**src/rtl/stopwatch_core_pkg.sv**
```systemverilog
// Shared types and BCD limits for the stopwatch core.
package stopwatch_core_pkg;

  typedef enum logic [1:0] {
    ST_IDLE    = 2'd0,
    ST_RUN     = 2'd1,
    ST_STOPPED = 2'd2,
    ST_LAP     = 2'd3
  } sw_state_e;

  localparam int unsigned NUM_DIGITS = 5;

  localparam logic [3:0] BCD_MAX_UNITS    = 4'd9;
  localparam logic [3:0] BCD_MAX_SEC_TENS = 4'd5;
  localparam logic [3:0] BCD_MAX_MINUTE   = 4'd9;

  // Digit order, LSB first: hundredths units, hundredths tens, seconds units,
  // seconds tens, minute.
  localparam logic [NUM_DIGITS-1:0][3:0] DIGIT_MAX = {
    BCD_MAX_MINUTE, BCD_MAX_SEC_TENS, BCD_MAX_UNITS, BCD_MAX_UNITS, BCD_MAX_UNITS
  };

endpackage

```
**src/rtl/stopwatch_core_bcd_digit_counter.sv**
```systemverilog
// One BCD digit that rolls over at MAX; exposes its next value for snapshotting.
module bcd_digit_counter #(
  parameter logic [3:0] MAX = 4'd9
) (
  input  logic       clk,
  input  logic       reset,
  input  logic       clear,
  input  logic       enable,
  output logic [3:0] value,
  output logic [3:0] value_nxt,
  output logic       carry
);

  assign carry = enable && (value == MAX);

  always_comb begin
    value_nxt = value;
    if (clear)       value_nxt = 4'd0;
    else if (enable) value_nxt = (value == MAX) ? 4'd0 : value + 4'd1;
  end

  always_ff @(posedge clk) begin
    if (reset) value <= 4'd0;
    else       value <= value_nxt;
  end

endmodule

```
**src/rtl/stopwatch_core.sv**
```systemverilog
// Stopwatch: key edge detect, run/stop/lap FSM, 5-digit BCD count, lap hold.
module stopwatch_core
  import stopwatch_core_pkg::*;
#(
  parameter int TICK_HZ = 100
) (
  input  logic       clk,
  input  logic       reset,
  input  logic       tick,
  input  logic       key_start,
  input  logic       key_lap,
  input  logic       key_clear,
  output logic [3:0] minute,
  output logic [7:0] second,
  output logic [7:0] m_second,
  output logic       running,
  output logic       overflow
);

  if (TICK_HZ <= 0) begin : g_bad_tick_hz
    $error("TICK_HZ must be positive");
  end

  sw_state_e state_q, state_d;
  logic      start_q, lap_q, clear_q;
  logic      start_ev, lap_ev, clear_ev;
  logic      cnt_en, wrap;

  logic [NUM_DIGITS-1:0][3:0] live, live_nxt, lap_reg, disp;
  logic [NUM_DIGITS-1:0]      dig_en, dig_carry;

  assign start_ev = key_start & ~start_q;
  assign lap_ev   = key_lap   & ~lap_q;
  assign clear_ev = key_clear & ~clear_q;

  assign running = (state_q == ST_RUN) || (state_q == ST_LAP);
  // Count decision uses the pre-edge state; clear swallows a coincident tick.
  assign cnt_en  = tick && running && !clear_ev;

  assign dig_en = {dig_carry[NUM_DIGITS-2:0], cnt_en};
  assign wrap   = dig_carry[NUM_DIGITS-1];

  for (genvar i = 0; i < NUM_DIGITS; i++) begin : g_digit
    bcd_digit_counter #(.MAX(DIGIT_MAX[i])) u_digit (
      .clk       (clk),
      .reset     (reset),
      .clear     (clear_ev),
      .enable    (dig_en[i]),
      .value     (live[i]),
      .value_nxt (live_nxt[i]),
      .carry     (dig_carry[i])
    );
  end

  always_comb begin
    state_d = state_q;
    if (clear_ev) begin
      state_d = ST_IDLE;
    end else if (start_ev) begin
      unique case (state_q)
        ST_IDLE:    state_d = ST_RUN;
        ST_RUN:     state_d = ST_STOPPED;
        ST_STOPPED: state_d = ST_RUN;
        ST_LAP:     state_d = ST_STOPPED;
        default:    state_d = ST_IDLE;
      endcase
    end else if (lap_ev) begin
      if (state_q == ST_RUN)      state_d = ST_LAP;
      else if (state_q == ST_LAP) state_d = ST_RUN;
    end
  end

  always_ff @(posedge clk) begin
    if (reset) begin
      state_q  <= ST_IDLE;
      start_q  <= 1'b0;
      lap_q    <= 1'b0;
      clear_q  <= 1'b0;
      lap_reg  <= '0;
      disp     <= '0;
      overflow <= 1'b0;
    end else begin
      state_q <= state_d;
      start_q <= key_start;
      lap_q   <= key_lap;
      clear_q <= key_clear;

      if (clear_ev)
        lap_reg <= '0;
      else if (state_q == ST_RUN && state_d == ST_LAP)
        lap_reg <= live_nxt;

      if (clear_ev)  overflow <= 1'b0;
      else if (wrap) overflow <= 1'b1;

      disp <= (state_q == ST_LAP) ? lap_reg : live;
    end
  end

  assign minute   = disp[4];
  assign second   = {disp[3], disp[2]};
  assign m_second = {disp[1], disp[0]};

endmodule

```
**config.mk**
```make
export PLATFORM = sky130hd
export DESIGN_NAME = stopwatch_core
export DESIGN_NICKNAME = d
export VERILOG_FILES = /design/src/rtl/stopwatch_core_pkg.sv /design/src/rtl/stopwatch_core_bcd_digit_counter.sv /design/src/rtl/stopwatch_core.sv
export SDC_FILE = /design/constraint.sdc
export NUM_CORES = 1
export LEC_CHECK = 0
export BUFFER_PORTS_ARGS = -buffer_cell sky130_fd_sc_hd__buf_2
export CELL_PAD_IN_SITES_DETAIL_PLACEMENT = 1
export CELL_PAD_IN_SITES_GLOBAL_PLACEMENT = 2
export CORE_MARGIN = 4
export CORE_UTILIZATION = 33
export DETAILED_ROUTE_END_ITERATION = 8
export HOLD_SLACK_MARGIN = 0.05
export PLACE_DENSITY_LB_ADDON = 0.1
export REMOVE_ABC_BUFFERS = 1
export SYNTH_ARGS = -nofsm -noshare
export SYNTH_HDL_FRONTEND = slang
export SYNTH_HIERARCHICAL = 1
export SYNTH_SLANG_ARGS = --single-unit
```
**constraint.sdc**
```tcl
create_clock -name clk -period 4 [get_ports clk]
set_clock_uncertainty 0.2 [all_clocks]
set_input_delay 0.2 -clock clk [delete_from_list [all_inputs] [get_ports clk]]
set_output_delay 0.2 -clock clk [all_outputs]
set_load 0.02 [all_outputs]
```
==> results of run 1 <==
-- through the flow --
step	util	setup WS [ps]
after detailed placement	0.3722	163.5
final	0.4013	391.6
after CTS	0.4001	114.3
after global placement	0.3722	343.6
after floorplan	-	-1013
after global routing	0.4013	10.11
-- metal layers --
layer	up-vias	routed length [um]	track usage
li1	1166	-	-
met1	1091	3461	0.1928
met2	26	3072	0.2380
met3	11	196	0.03391
met4	0	123	0.05907
met5	-	0	0
-- tightest hold or removal path, stage by stage --
cell    delay (ps)
buf_2           90
nor2_2         140
o21a_1         150
-- power groups by stage --
stage                     Sequential, mW  Clock, mW  Combinational (mW)
final                              0.662      0.558              0.0627
after global routing               0.662      0.604              0.0704
after global placement             0.677          0              0.0611
after detailed placement           0.677          0              0.0622
after floorplan                    0.677          0              0.0305
after CTS                          0.662      0.578              0.0648
-- cell usage in the layout, fill, tap and decap left out, types with 5 or more instances in the layout --
master,count
o21ai_0,8
nor3_1,11
a211oi_1,5
nor2_1,33
buf_4,11
buf_2,27
dfxtp_1,66
xnor2_1,5
nand2_1,27
xor2_1,5
clkbuf_8,14
nand4_1,21
mux2i_1,22
nor2b_1,12
a21oi_1,10
o21ai_1,21
-- final timing paths --
check | from | end
min reg2reg | lap_reg[14] | lap_reg[14]
max reg2reg | state_q[1] | lap_reg[17]
min | reset | overflow
max | state_q[1] | lap_reg[17]
-- synthesized netlist by cell type, drive strengths merged --
cell type	instances
o21a	1
or3	5
ha	2
nor2b	14
inv	2
o211ai	1
nand4	21
a21boi	2
mux2i	22
and2	1
and4b	4
nand2	31
nand2b	2
dfxtp	66
nand3	4
a21oi	11
buf	11
nor3b	5
clkbuf	9
nand4b	1
and3b	2
o21ai	29
nor2	34
a211oi	9
xnor2	5
xor2	5
nor3	13
-- repair_timing --
| action | CTS | global route |
|---|---|---|
| endpoints found under the setup margin | 0 | 5 |
| hold buffers | 3 | 0 |
| resized for setup | 0 | 2 |
| hold endpoints to repair | 3 | 0 |
-- area by class of cell --
type,instances,share of cell area
clock buffers,15,0.05898
inverters,2,0.002254
flip-flops and latches,66,0.3967
multi-input cells,224,0.4267
clock inverters,1,0.001503
repair buffers,41,0.07438
well taps,105,0.03944
-- cell families after synthesis --
family / count (synthesis)
buf+inv: 22
fa+ha+maj: 2
flops: 66
simple gates: 137
xor+xnor: 10
compound gates: 53
mux: 22
==> impl_metrics.tcl, run 1 <==
set metrics [dict create \
    cts_setup_buffers 0 \
    tightest_slew_ps 900.4 \
    combPwrFrac 0.049 \
    cp.required_ps 4070 \
    dp_hpwl_mm 4.267 \
    p_total_mw 1.283 \
    cts_sinks 66 \
    p_clk_frac 0.435 \
    fp.dieW_um 100.8 \
    die_area_um2 10160 \
    cts_tree "built" \
    drv_cap 0 \
    holdWs_ps 92.54 \
    worstSetupPathType "register to register" \
    grt-ovfl-total 0 \
    leakagePower_nw 1.237 \
    synthTopCellsByArea "dfxtp_1 (46%), mux2i_1 (7.7%), nand4_1 (4.6%)" \
    synth_compound_area_frac 0.1132 \
    hp-class "input port to register" \
    grt_pass1_wl_mm 11.67 \
    p_int_uw 986.5 \
    ys_types 37 \
    synth-simple-area-share 0.2664 \
    fp.dieH_um 100.8 \
    final_area_um2 3331 \
    synth_top_area_cell "dfxtp_1" \
    drv_slew 0 \
    port_buffers 27 \
    cts-root-buf "clkbuf_8" \
    cp_max_fo 4 \
    vias 2294 \
    crit_buf_inv 3 \
    numPlacedInstances 435 \
    drtPass1Iterations 4 \
    period_share 0.9021 \
    synth_area_um2 2841 \
    status "complete, no violations" \
    area_growth_pct 17.22 \
    antenna_left 0 \
    synthAdderAreaFrac 0.008807 \
    dpl-instance-area_um2 3089 \
    seq_area_um2 1321 \
    clkLatencyLatePin_ps 340 \
    muxShareOfSynthArea 0.07750 \
    crit_family "simple AND/OR/NAND/NOR gates" \
    path_cells "inv_1 > ha_1 > nor2_1 > nor3b_2 > nand2_2 > nor3b_1 > buf_4 > nand2_2 > nor3b_2 > nand2_2 > nor3b_1 > nand2_1 > nor3_1 > buf_4 > nand2_2 > or3_4 > a21oi_1 > nand4_1 > o21ai_1" \
    ys_seq_area_frac 0.4650 \
    crit_slowest_cell "or3_4" \
    track_usage 0.1484 \
    grt_pass1_vias 2357 \
    antenna_found_initial 0 \
    drc 0 \
    synth_cells 312 \
    detail_route.wl_per_cell_um 15.10 \
    fmax_ghz 0.2771 \
    grt_max_degree 45 \
    yosysTopAreaCellShare 0.4650 \
    drive_gt1_frac 0.2120 \
    hold_depth 3 \
    switching_power_uw 296.4 \
    fin_setup_tns_ps 0 \
    hold_viol 0 \
    ir_drop_mv 0.1420 \
    place.gp.congestion 0.7620 \
    maxSlewHeadroom 0.3826 \
    clkTransAtPathRegs_ps 70 \
    start_util 0.3424 \
    rows 33 \
    setup_viol 0 \
    r2r_slack_ps 390 \
    drt-total-wl_mm 6.854 \
    cts_buffers 9 \
    instances_no_fill 454 \
    nets 352 \
    drtIter0Drc 60 \
    path_depth 19 \
    synth-seq-cells 66 \
    worst_setup_path_end_kind "register" \
    fill_cells 981 \
    htreeDepth 3 \
    diodes 0 \
    p_seq_frac 0.516 \
    multiInputGateArea_um2 1421 \
    routed_via_density 5.053 \
    synthXorXnorAreaFrac 0.03082 \
    clk_path_buf_depth 2 \
    ioPinCount 28 \
    cp-start-kind "register" \
    syn-mean-instance-area_um2 9.107 \
    arrival_ps 3680 \
    yosys_warnings 6 \
    switching_share 0.2311 \
    power_density_nw_per_um2 385.2 \
    core_um2 8299 \
    fin_crit_ps 3608 \
    rsz0062_at_grt "false" \
    r2r_cells 19 \
    cpMostUsedCell "nand2_2" \
    critPathMaxStageDelay_ps 380 \
    synth_top_family_by_area "simple AND/OR/NAND/NOR gates" \
]
Note: power is estimated with default switching activity, not from simulation.
==> run 2, diff against run 1 <==
--- a/config.mk
+++ b/config.mk
@@ -8,6 +8,7 @@
 export BUFFER_PORTS_ARGS = -buffer_cell sky130_fd_sc_hd__buf_2
 export CELL_PAD_IN_SITES_DETAIL_PLACEMENT = 1
 export CELL_PAD_IN_SITES_GLOBAL_PLACEMENT = 2
+export CORE_ASPECT_RATIO = 1.2
 export CORE_MARGIN = 4
 export CORE_UTILIZATION = 33
 export DETAILED_ROUTE_END_ITERATION = 8
==> impl_metrics.tcl, run 2 (same netlist as run 1, synthesis figures left out) <==
set metrics [dict create \
    arrival_ps 3510 \
    diodes 0 \
    fp.dieH_um 109.7 \
    detail_route.wl_per_cell_um 15.39 \
    grt_max_degree 45 \
    routed_via_density 5.078 \
    fin_crit_ps 3437 \
    status "complete, no violations" \
    hold_viol 0 \
    antenna_found_initial 0 \
    track_usage 0.1503 \
    crit_buf_inv 1 \
    worst_setup_path_end_kind "register" \
    grt_pass1_wl_mm 11.97 \
    drtPass1Iterations 4 \
    start_util 0.3447 \
    vias 2341 \
    ir_drop_mv 0.1414 \
    cts-root-buf "clkbuf_8" \
    cpMostUsedCell "nand2_2" \
    critPathMaxStageDelay_ps 390 \
    crit_slowest_cell "or3_4" \
    cp-start-kind "register" \
    drv_slew 0 \
    die_area_um2 10170 \
    path_cells "inv_1 > ha_1 > nor2_1 > nor3b_2 > nand2_2 > nor3b_2 > nand2_2 > nor3b_2 > nand2_2 > nor3b_1 > nand2_1 > nor3_2 > nand2_2 > or3_4 > a21oi_1 > nand4_1 > o21ai_1" \
    p_total_mw 1.281 \
    grt-ovfl-total 0 \
    htreeDepth 3 \
    place.gp.congestion 0.7524 \
    grt_pass1_vias 2425 \
    clkTransAtPathRegs_ps 70 \
    layout_common_cells "dfxtp_1 (66), nor2_1 (33), nand2_1 (27), buf_2 (27), mux2i_1 (22)" \
    drv_cap 0 \
    power_density_nw_per_um2 383.2 \
    core_um2 8243 \
    clkLatencyLatePin_ps 330 \
    period_share 0.8593 \
    drtIter0Drc 61 \
    nets 352 \
    ioPinCount 28 \
    drc 0 \
    fin_util 0.4054 \
    cp.required_ps 4070 \
    fp.dieW_um 92.71 \
    fmax_ghz 0.2909 \
    drt-total-wl_mm 7.096 \
    rsz0062_at_grt "false" \
    maxSlewHeadroom 0.4547 \
    area_growth_pct 17.61 \
    cp_max_fo 4 \
    port_buffers 27 \
    tightest_slew_ps 817.1 \
    cts_buffers 9 \
    leakagePower_nw 1.233 \
    hp-class "input port to register" \
    dp_hpwl_mm 4.352 \
    crit_family "simple AND/OR/NAND/NOR gates" \
    rows 36 \
    setup_viol 0 \
    drive_gt1_frac 0.2161 \
    antenna_left 0 \
    holdWs_ps 113.6 \
    worstSetupPathType "register to register" \
    clk_path_buf_depth 2 \
    final_common_cell "dfxtp_1" \
    cts_tree "built" \
    cts_sinks 66 \
]
-- run 2: power breakdown --
part	internal, mW	total [mW]	switching, mW
Sequential	0.660	0.662	0.00216
Combinational	0.0170	0.0632	0.0462
Clock	0.313	0.555	0.242
Total	0.990	1.28	0.291
-- run 2: cell type report --
type | instances | area [um^2]
Clock buffer | 11 | 151.4
Clock inverter | 3 | 40.04
Fill cell | 987 | 4901
Inverter | 2 | 7.507
Multi-Input combinational cell | 224 | 1431
Sequential cell | 66 | 1321
Tap cell | 114 | 142.6
Timing Repair Buffer | 41 | 247.7
-- run 2: final timing paths --
| check | end | cells past startpoint | slack (ps) | startpoint |
|---|---|---|---|---|
| hold / removal | lap_reg[5] | 4 | 110 | reset |
| setup reg to reg | lap_reg[17] | 17 | 560 | state_q[1] |
| hold reg to reg | lap_reg[8] | 2 | 250 | lap_reg[8] |
| setup / recovery | lap_reg[17] | 17 | 560 | state_q[1] |
-- run 2: per-layer routing --
metal / part of all wire / global-route usage
met5: 0 / 0
met4: 0.015 / 0.06283
met3: 0.022 / 0.03285
met2: 0.48 / 0.2488
met1: 0.48 / 0.1901
-- run 2: worst register-to-register path, stage by stage (launching register included) --
cell	delay, ps
dfxtp_1	330
inv_1	90
ha_1	190
nor2_1	90
nor3b_2	230
nand2_2	100
nor3b_2	240
nand2_2	110
nor3b_2	230
nand2_2	110
nor3b_1	260
nand2_1	120
nor3_2	250
nand2_2	110
or3_4	390
a21oi_1	140
nand4_1	100
o21ai_1	90
-- run 2: what timing repair did --
item	CTS	global route
hold buffers	3	0
gates resized for setup	0	4
buffers inserted	0	0
endpoints found under the setup margin	0	9
hold endpoints to repair	3	0
-- run 2: stage by stage --
| stage | setup WS (ps) | std cells | instance area [um^2] | setup TNS (ps) |
|---|---|---|---|---|
| floorplan | -1013 | 292 | 2740 | -8464 |
| global placement | 248.7 | 444 | 3100 | 0 |
| detailed placement | 73.08 | 444 | 3100 | 0 |
| CTS | 50.35 | 461 | 3322 | 0 |
| global route | 83.23 | 461 | 3342 | 0 |
| finish | 562.7 | 461 | 3342 | 0 |
==> run 3, diff against run 2 <==
--- a/config.mk
+++ b/config.mk
@@ -9,8 +9,7 @@
 export CELL_PAD_IN_SITES_DETAIL_PLACEMENT = 1
 export CELL_PAD_IN_SITES_GLOBAL_PLACEMENT = 2
 export CORE_ASPECT_RATIO = 1.2
-export CORE_MARGIN = 4
-export CORE_UTILIZATION = 33
+export CORE_UTILIZATION = 39
 export DETAILED_ROUTE_END_ITERATION = 8
 export HOLD_SLACK_MARGIN = 0.05
 export PLACE_DENSITY_LB_ADDON = 0.1
==> constraint.sdc (replaced) <==
create_clock -name clk -period 4.3 [get_ports clk]
set_clock_uncertainty 0.2 [all_clocks]
set_input_delay 0.215 -clock clk [delete_from_list [all_inputs] [get_ports clk]]
set_output_delay 0.215 -clock clk [all_outputs]
set_load 0.02 [all_outputs]
==> impl_metrics.tcl, run 3 (same netlist as run 1, synthesis figures left out) <==
set metrics [dict create \
    cts_sinks 66 \
    status "complete, no violations" \
    antenna_found_initial 0 \
    port_buffers 27 \
    period_share 0.8718 \
    clkTransAtPathRegs_ps 70 \
    dp_hpwl_mm 4.098 \
    die_area_um2 7633 \
    drtPass1Iterations 4 \
    dpl-instance-area_um2 3052 \
    drtIter0Drc 101 \
    clk_path_buf_depth 2 \
    cts_buffers 9 \
    setup_viol 0 \
    hold_viol 0 \
    power_density_nw_per_um2 341.0 \
    rows 33 \
    diodes 0 \
    path_cells "ha_1 > nor2_1 > nor3b_2 > nand2_2 > nor3b_1 > nand2_2 > nor3b_1 > nand2_2 > nor3b_1 > nand2_1 > nor3_2 > nand2_2 > or3_4 > a21oi_1 > nand4_1 > o21ai_1" \
    holdWs_ps 91.13 \
    fmax_ghz 0.2668 \
    fin_crit_ps 3749 \
    core_um2 6937 \
    worst_setup_path_end_kind "register" \
    crit_family "simple AND/OR/NAND/NOR gates" \
    cts-root-buf "clkbuf_8" \
    grt_util_met3 0.05167 \
    drive_gt1_frac 0.2023 \
    routed_via_density 5.321 \
    layout_common_cells "dfxtp_1 (66), nor2_1 (33), nand2_1 (27), buf_2 (27), mux2i_1 (22)" \
    crit_buf_inv 0 \
    vias 2304 \
    grt-ovfl-total 0 \
    track_usage 0.2024 \
    cpMostUsedCell "nand2_2" \
    grt_pass1_vias 2359 \
    worstSetupPathType "register to register" \
    tightest_slew_ps 923.8 \
    nets 350 \
    cp-start-kind "register" \
    crit_slowest_cell "dfxtp_1" \
    ioPinCount 28 \
    clkLatencyLatePin_ps 340 \
    fp.dieW_um 79.92 \
    final_common_cell "dfxtp_1" \
    detail_route.wl_per_cell_um 15.69 \
    drt-total-wl_mm 6.794 \
    cp.required_ps 4380 \
    critPathMaxStageDelay_ps 390 \
    grt_pass1_wl_mm 11.60 \
    grt_max_degree 45 \
    arrival_ps 3830 \
    htreeDepth 3 \
    r2r_slack_ps 550 \
    fin_util 0.4675 \
    drc 0 \
    grt.met1_usage 0.2416 \
    cts_tree "built" \
    grtUsageMet2 0.3483 \
    final_area_um2 3243 \
    drv_slew 0 \
    hp-class "input port to register" \
    cp_max_fo 4 \
    area_growth_pct 14.13 \
    place.gp.congestion 0.7757 \
    rsz0062_at_grt "false" \
    fp.dieH_um 95.51 \
    start_util 0.4096 \
    leakagePower_nw 1.203 \
    drv_cap 0 \
    maxSlewHeadroom 0.3841 \
    ir_drop_mv 0.1501 \
    antenna_left 0 \
    grt-busiest-layer "met2" \
]
-- run 3: changes by cell type in the layout (fill, tap and decap cells not counted), sizes merged --
cell / before / now
clkinv: 2 / 4
bufinv: 1 / 0
buf: 38 / 36
-- run 3: worst reg2reg max path, cell delays in order, from the launching register on --
cell and delay [ps]:
dfxtp_1 390, ha_1 200, nor2_1 90, nor3b_2 250
nand2_2 110, nor3b_1 310, nand2_2 120, nor3b_1 310
nand2_2 120, nor3b_1 280, nand2_1 130, nor3_2 310
nand2_2 120, or3_4 390, a21oi_1 150, nand4_1 100
o21ai_1 110
-- run 3: what timing repair did --
item,4_1_cts,5_1_grt
setup endpoints to repair,0,4
resized for setup,0,2
setup buffers,0,0
endpoints found under the hold margin,3,0
hold buffers,3,0
-- run 3: worst paths after layout --
| kind | startpoint | end | depth (start not counted) |
|---|---|---|---|
| worst max register to register | state_q[0] | lap_reg[17] | 16 |
| worst min register to register | lap_reg[12] | lap_reg[12] | 2 |
| worst min-delay path | reset | lap_reg[7] | 4 |
| worst max-delay path | state_q[0] | lap_reg[17] | 16 |
-- run 3: metrics by stage --
step                power [mW]  instances  TNS [ps]  setup WS [ps]
floorplan               0.6579        292     -4152         -712.9
global placement        0.6846        415         0          470.0
detailed placement      0.6851        415         0          266.0
CTS                      1.121        433         0          215.8
global route             1.156        433         0          58.86
finish                   1.106        433         0          551.2
-- run 3: layout make-up --
cell class	instances	area [um^2]
Sequential cell	66	1321
Clock inverter	4	20.02
Inverter	2	7.507
Multi-Input combinational cell	224	1421
Timing Repair Buffer	39	232.7
Clock buffer	11	131.4
Tap cell	87	108.9
Fill cell	837	3694
-- run 3: where the power goes --
part / internal [mW] / total [mW] / switching, mW
clock network: 0.202 / 0.433 / 0.231
registers: 0.614 / 0.616 / 0.00205
logic: 0.0152 / 0.0572 / 0.0420
total: 0.831 / 1.11 / 0.275
-- run 3: per-layer routing --
layer / part of all wire / wire length [um] / vias to the layer above
li1: - / - / 1151
met1: 0.46 / 3127 / 1112
met2: 0.50 / 3378 / 29
met3: 0.028 / 187 / 12
met4: 0.015 / 102 / 0
met5: 0 / 0 / -
